===== config.mk =====
export PLATFORM = sky130hd
export DESIGN_NAME = raycast_seq
export DESIGN_NICKNAME = d
export VERILOG_FILES = /design/src/rtl/raycast_seq.sv
export SDC_FILE = /design/constraint.sdc
export NUM_CORES = 2
export LEC_CHECK = 0
export ABC_AREA = 1
export CORE_UTILIZATION = 50
export DETAILED_ROUTE_END_ITERATION = 7
export PLACE_DENSITY_LB_ADDON = 0.05
export RECOVER_POWER = 100
export SYNTH_ARGS = -nofsm -noshare
export SYNTH_HDL_FRONTEND = slang
export SYNTH_MEMORY_MAX_BITS = 65536
export SYNTH_SLANG_ARGS = --single-unit

===== constraint.sdc =====
create_clock -name clk -period 3.05 [get_ports clk]
set_clock_uncertainty 0.1 [all_clocks]
set_input_delay 0.61 -clock clk [delete_from_list [all_inputs] [get_ports clk]]
set_output_delay 0.61 -clock clk [all_outputs]
set_load 0.02 [all_outputs]

===== src/rtl/raycast_seq.sv =====
// Frame-level sequencer for the per-column raycast core; stores each column depth for the pixel path.
// Optional double-buffered column store: define RAYCAST_SEQ_DBUF_EN.
`timescale 1ns/1ps
module raycast_seq #(
  parameter int unsigned NUM_COLS  = 320,
  parameter int unsigned MAX_STEPS = 64,
  parameter int unsigned COL_W     = 9
) (
  input  logic               clk,
  input  logic               reset_n,
  input  logic               frame_start,
  output logic               init,
  output logic               mult,
  output logic               loop,
  output logic               ceil_calc,
  output logic [31:0]        col,
  input  logic               hitwall,
  input  logic [12:0]        depth,
  input  logic [COL_W-1:0]   rd_col,
  output logic [12:0]        rd_depth,
  output logic               busy,
  output logic               frame_done,
  output logic               overrun,
  output logic [15:0]        timeout_cnt
);

  localparam int unsigned STEP_W  = $clog2(MAX_STEPS + 1);
  localparam int unsigned DEPTH_W = 13;
  localparam int unsigned ADDR_W  = COL_W + 1;
`ifdef RAYCAST_SEQ_DBUF_EN
  localparam int unsigned BANKS = 2;
`else
  localparam int unsigned BANKS = 1;
`endif

  typedef enum logic [3:0] {
    S_IDLE, S_INIT, S_MULT, S_LOOP, S_SETTLE, S_CEIL, S_WAIT, S_STORE, S_NEXT
  } state_t;

  state_t              state_q, state_nxt;
  logic [COL_W-1:0]    col_q, col_nxt;
  logic [STEP_W-1:0]   step_q, step_nxt;
  logic                hit_arm_q, hit_arm_nxt;
  logic [15:0]         timeout_nxt;
  logic                overrun_nxt;
  logic                last_col, at_max, hit;

  assign last_col = (col_q == COL_W'(NUM_COLS - 1));
  assign at_max   = (step_q == STEP_W'(MAX_STEPS));
  assign hit      = hitwall && hit_arm_q;
  assign col      = 32'(col_q);

  // State register
  always_ff @(posedge clk or negedge reset_n) begin
    if (!reset_n) state_q <= S_IDLE;
    else          state_q <= state_nxt;
  end

  // Next-state logic
  always_comb begin
    state_nxt = state_q;
    case (state_q)
      S_IDLE:   if (frame_start) state_nxt = S_INIT;
      S_INIT:   state_nxt = S_MULT;
      S_MULT:   state_nxt = S_LOOP;
      S_LOOP:   state_nxt = S_SETTLE;
      S_SETTLE: state_nxt = (hit || at_max) ? S_CEIL : S_MULT;
      S_CEIL:   state_nxt = S_WAIT;
      S_WAIT:   state_nxt = S_STORE;
      S_STORE:  state_nxt = S_NEXT;
      S_NEXT:   state_nxt = (!last_col || frame_start) ? S_INIT : S_IDLE;
      default:  state_nxt = S_IDLE;
    endcase
  end

  // Datapath / output next values
  always_comb begin
    col_nxt     = col_q;
    step_nxt    = step_q;
    hit_arm_nxt = hit_arm_q;
    timeout_nxt = timeout_cnt;
    overrun_nxt = frame_start && (state_q != S_IDLE) && !((state_q == S_NEXT) && last_col);
    case (state_q)
      S_IDLE: if (frame_start) begin
        col_nxt     = '0;
        timeout_nxt = '0;
      end
      S_INIT: begin
        step_nxt    = '0;
        hit_arm_nxt = 1'b0;
      end
      // A stale hitwall still high at the first probe is accepted as a step-1 hit.
      S_MULT: if (!hitwall || (step_q == '0)) hit_arm_nxt = 1'b1;
      S_LOOP: step_nxt = step_q + STEP_W'(1);
      S_SETTLE: if (!hit && at_max && (timeout_cnt != 16'hFFFF))
        timeout_nxt = timeout_cnt + 16'd1;
      S_NEXT: begin
        if (!last_col) begin
          col_nxt = col_q + COL_W'(1);
        end else if (frame_start) begin
          col_nxt     = '0;
          timeout_nxt = '0;
        end
      end
      default: ;
    endcase
  end

  // Registered strobes and status
  always_ff @(posedge clk or negedge reset_n) begin
    if (!reset_n) begin
      init        <= 1'b0;
      mult        <= 1'b0;
      loop        <= 1'b0;
      ceil_calc   <= 1'b0;
      busy        <= 1'b0;
      frame_done  <= 1'b0;
      overrun     <= 1'b0;
      col_q       <= '0;
      step_q      <= '0;
      hit_arm_q   <= 1'b0;
      timeout_cnt <= '0;
    end else begin
      init        <= (state_nxt == S_INIT);
      mult        <= (state_nxt == S_MULT);
      loop        <= (state_nxt == S_LOOP);
      ceil_calc   <= (state_nxt == S_CEIL);
      busy        <= (state_nxt != S_IDLE);
      frame_done  <= (state_nxt == S_NEXT) && last_col;
      overrun     <= overrun_nxt;
      col_q       <= col_nxt;
      step_q      <= step_nxt;
      hit_arm_q   <= hit_arm_nxt;
      timeout_cnt <= timeout_nxt;
    end
  end

  logic [DEPTH_W-1:0] mem [BANKS*NUM_COLS];
  logic [ADDR_W-1:0]  wr_addr, rd_addr;
  logic               rd_in_range;

  assign rd_in_range = (rd_col < COL_W'(NUM_COLS));

`ifdef RAYCAST_SEQ_DBUF_EN
  logic front_q;

  // Reads use the front bank, stores fill the back bank; swap when a frame completes.
  assign wr_addr = ADDR_W'(col_q)  + (front_q ? ADDR_W'(0) : ADDR_W'(NUM_COLS));
  assign rd_addr = ADDR_W'(rd_col) + (front_q ? ADDR_W'(NUM_COLS) : ADDR_W'(0));

  always_ff @(posedge clk or negedge reset_n) begin
    if (!reset_n)        front_q <= 1'b0;
    else if (frame_done) front_q <= ~front_q;
  end
`else
  assign wr_addr = ADDR_W'(col_q);
  assign rd_addr = ADDR_W'(rd_col);
`endif

  // Column store, not reset
  always_ff @(posedge clk) begin
    if (state_q == S_STORE) mem[wr_addr] <= depth;
  end

  // Registered read port
  always_ff @(posedge clk or negedge reset_n) begin
    if (!reset_n)         rd_depth <= '0;
    else if (rd_in_range) rd_depth <= mem[rd_addr];
    else                  rd_depth <= '0;
  end

endmodule


======== Word level (Yosys, flattened, before mapping) ========
Memories as Yosys holds them, arrays and structs flattened.
Index checks and enable logic that the tools add are counted.
storage, ports and cells
  output and inout bits ................... 68
  input bits .............................. 26
  register bits after elaboration ......... 57
  bits in writable memories ............... 4160
  memories kept ........................... 1
  word-level logic and storage cells ...... 78
memory list
  memory  words  width  rd ports  clocked after Yosys merged registers in  write ports  line  source
  mem     320    13     1         0                                        1            138   logic [DEPTH_W-1:0] mem [BANKS*NUM_COLS];
operators by class
  reductions and logical operators ........ 24
  magnitude comparators ................... 1
  add/sub/neg operators ................... 3
  eq/ne operators ......................... 19
  muxes and demuxes ....................... 17
operators with widths
  cell                   number
  $mux 16                3
  $pmux 16 s3            1
  $pmux 4 s9             1
  $eq 4x3->1 const B     5
  $mux 9                 2
  $pmux 9 s2             1
  $add 16x1->16 const B  1
  $eq 4x2->1 const B     4
  $ne 16x16->1 const B   1
  $pmux 7 s2             1
  $mux 13                1
  $add 9x1->9 const B    1
  $eq 9x9->1 const B     1
  $lt 9x9->1 const B     1
  $eq 4x1->1 const B     2
  $eq 4x4->1 const B     2
  $reduce_bool 4->1      2
  $add 7x1->7 const B    1
  $eq 7x7->1 const B     1
  $logic_and 1x1->1      7
  $logic_not 7->1        1
  $ne 2x2->1 const B     3
  $reduce_bool 2->1      3
  $logic_not 1->1        4
  9 further kinds        14

======== Longest topological paths before layout ========
  word-level depth ........................ 7
  depth in mapped cells ................... 17
  mapped depth without buffers ............ 13

======== Worst setup path before layout ========
No wires, ideal clock.
  path kind ............................... reg2reg
  from .................................... register state_q[3]
  to ...................................... memory mem[0][0] (enable)
  data arrival time ....................... 2.039 ns
  period minus slack after synthesis ...... 2.522 ns
  setup time .............................. 0.382 ns
  path buffers ............................ 1
  cell stages (with the launch flop) ...... 9
  setup slack ............................. 0.528 ns
  path through ............................ dfrtp_1 -> nor2_1 -> inv_1 -> nor2_1 -> inv_1 -> nor2_1 -> nand2_1 -> clkbuf_1 -> nor2_1
on the way
  cells in the longest elaborated chain, start to end .. 3
RTL lines
  item                          line  source
  start, declared               40    state_t state_q, state_nxt;
  start signal, assigned        56    else state_q <= state_nxt;
  $eq 4x3->1                    162   if (state_q == S_STORE) mem[wr_addr] <= depth;
  $mux 1                        162
  $mux 1 (not written as such)  162
  end, declared                 138
No other way between the ends.

======== Worst setup path after layout ========
  from .................................... register rd_depth[5]
  to ...................................... output rd_depth[5]
RTL lines
  item                    line  source
  start, declared         20    output logic [12:0] rd_depth,
  start signal, assigned  168   else if (rd_in_range) rd_depth <= mem[rd_addr];
No word-level cell between the ends.

==> results.yml <==
outcome:
  status: "finished, violations left"
  violations: "max-capacitance violations, max-slew violations, negative setup slack"
cells_and_area:
  stdcell_count: 19800
  finalNetCount: 14900
  post-route-util_pct: 58.1
  area_growth_pct: 15.2
  layout-drive-gt1-share_pct: 10.8
  final_cell_area_mm2: 0.196
power_and_ir_drop:
  peakVddDrop_mv: 0.536
  seq_power_share_pct: 51.2
  p_per_area_mw_per_mm2: 639
  p_total_mw: 125
  power.switching_mw: 29.3
  p_comb_share_pct: 7.6
  clockPowerShare_pct: 41.2
  power.internal_mw: 95.9
  switching_share_pct: 23.4
  leakage_nw: 69.7
logic_synthesis:
  synth_ff_type: "edfxtp_1"
  yosysTopAreaCell: "edfxtp_1"
  yosysMostFrequentCell: "edfxtp_1"
  synthCells: 14200
  synth_area_mm2: 0.170
  synthArstFlopShare_pct: 1.35
  synth_edf_count: 4160
  synth.area.top_cells: "edfxtp_1 (73%), nand3_1 (9.8%), nand2_1 (9.0%)"
  synth_seq_cells: 4217
  yosysWarnings: 0
  yosys-top-cells-count: "edfxtp_1 (4160), nand2_1 (4063), nand3_1 (3322), nor2_1 (799), o21ai_0 (419)"
  yosysSeqAreaShare_pct: 74.2
  netlist-cell-type-count: 34
  synth_top_area_share_pct: 73.4
  synth_area_per_cell_um2: 12.0
clock_tree:
  clock-sinks: 4217
  cts_buffers: 434
  htreeDepth: 5
  clk_path_buf_depth: 4
  insertion_delay_ns: 1.01
  clock-root-buffer: "clkbuf_16"
  postCtsSetupBuffers: 0
  cts_tree: "yes"
  path_clk_slew_ns: 0.06
placement:
  numPlacedInstances: 18900
  place_area_mm2: 0.185
  gp_congestion: 0.904
  dp_hpwl_um: 330000
  port_buffers: 70
sta:
  fin_hold_ws_ns: 0.0983
  final.min_clock_period_ns: 3.06
  fin_crit_sh_pct: 100
  finalWorstSetupSlack_ns: -0.0139
  tightest_slew_ns: 2.75
  slew-limit-headroom_pct: -83.4
  fmax_mhz: 326
  finalHoldViolCount: 0
  rsz0062_at_grt: "no"
  slew_violations: 794
  final-setup-viol-count: 1
setup_path:
  crit_fanout: 15
  start_kind: "flop"
  crit_type: "reg2out"
  reg2reg_setup_slack_ns: 0.08
  cp-end-kind: "primary output"
  required_ns: 2.34
  r2r_cells: 10
  r2r-start: "state_q[3]"
  slowest_delay_ns: 0.74
  cp_num_buf_inv: 1
  critical_path_arrival_ns: 2.35
  path_cells: "dlygate4sd3_1"
  r2r_end: "mem[141][0]"
  critical_path.slowest_cell: "dlygate4sd3_1"
  critical_path.top_delay_family: "buffers and inverters"
die:
  die-area_mm2: 0.343
  die_x_um: 585
  core_mm2: 0.338
  initial_utilization_pct: 50.4
  die_h_um: 585
  top_level_ports: 94
  rows: 213
drt:
  vias: 115000
  drt_iter0_markers: 13400
  wl_per_cell_um: 27.0
  firstDrtPassIters: 6
  drtAntennaViolNets: 0
  drc: 0
  routed_via_density: 5.83
  routed_wl_um: 534000
global_routing:
  first_global_vias: 110000
  grt_pass1_wl_um: 770000
  grt_max_degree: 95
  grtUsageTotal_pct: 30.8
  gr-total-overflow: 0
  antenna_found_initial: 28
min_path:
  hold_path_depth: 3
  worstHoldStart: "frame_start"
  min_to: "overrun"
  hold_path_class: "in2reg"
run:
  drv_cap: 15
## layout make-up
cell class                      instances  area, µm²
Inverter                               76        327
Sequential cell                      4217     126000
Clock buffer                          530      11400
Antenna cell                           28       70.1
Fill cell                           27600     142000
Tap cell                             4515       5650
Timing Repair Buffer                 1213      11000
Multi-Input combinational cell       8922      39000
Clock inverter                        263       2250
## kinds of logic (layout without fill, tap and decap cells)
logic type      Yosys count  count (layout)  synth area share (%)
simple gates           8223            8223                  20.6
other cells               1              51               0.00220
flops                  4217            4217                  74.2
xor+xnor                  9               9                0.0463
fa+ha+maj                 7               7                0.0515
compound gates          660             660                  2.11
buf+inv                1069            2082                  2.93
## power groups by stage
stage | clock network, mW | logic [mW] | registers (mW)
3_5_place_dp | 0 | 9.61 | 65.3
5_1_grt | 54.4 | 10.1 | 64.1
3_3_place_gp | 0 | 9.52 | 65.3
4_1_cts | 52.2 | 9.65 | 64.0
6_report | 51.6 | 9.52 | 64.1
2_1_floorplan | 0 | 4.33 | 65.3
## worst max path at each step
| stage | start | endpoint | cells after the start |
|---|---|---|---|
| after floorplan | state_q[3] | mem[0][0] | 8 |
| after global placement | rd_col[0] | rd_depth[7] | 17 |
| after detailed placement | rd_col[0] | rd_depth[10] | 17 |
| after CTS | rd_depth[8] | rd_depth[8] | 1 |
| after global routing | state_q[3] | mem[238][3] | 10 |
| final | rd_depth[5] | rd_depth[5] | 1 |
## timing repair
item | 4_1_cts | 5_1_grt
endpoints found under the setup margin | 10 | 2
resized for setup | 10 | 2
endpoints found under the hold margin | 173 | 0
hold buffers | 8 | 0
## per-stage QoR
stage / setup TNS, ns / setup WS (ns)
CTS: 0 / 0.0188
global placement: -3.11 / -0.340
detailed placement: -3.13 / -0.343
floorplan: 0 / 0.528
finish: -0.0139 / -0.0139
global route: 0 / 0.0224
## metal layers
layer	part of all wire, %	vias up	track usage (%)
li1	-	52000	-
met1	41	57300	43.3
met2	47	5110	48.9
met3	8.8	878	5.22
met4	4.0	16	10.8
met5	0.020	-	0
## state kept, by name, summed over array words and instances, names as in the netlist
register	cells
busy	1
ceil_calc	1
col_q	9
frame_done	1
hit_arm_q	1
init	1
loop	1
mem	4160
mult	1
overrun	1
rd_depth	13
state_q	4
step_q	7
timeout_cnt	16
## layout by cell type, fill, tap and decap left out, types with 68 or more instances in the layout
master,count
o22ai_1,197
buf_4,435
clkbuf_1,219
clkinv_1,114
buf_12,233
inv_1,68
nor2_1,802
nand3_1,3319
clkinv_2,84
clkbuf_2,277
nand2_1,4053
clkbuf_16,439
o21ai_0,420
edfxtp_1,4160
No activity file was read; power rests on OpenSTA's default activity.
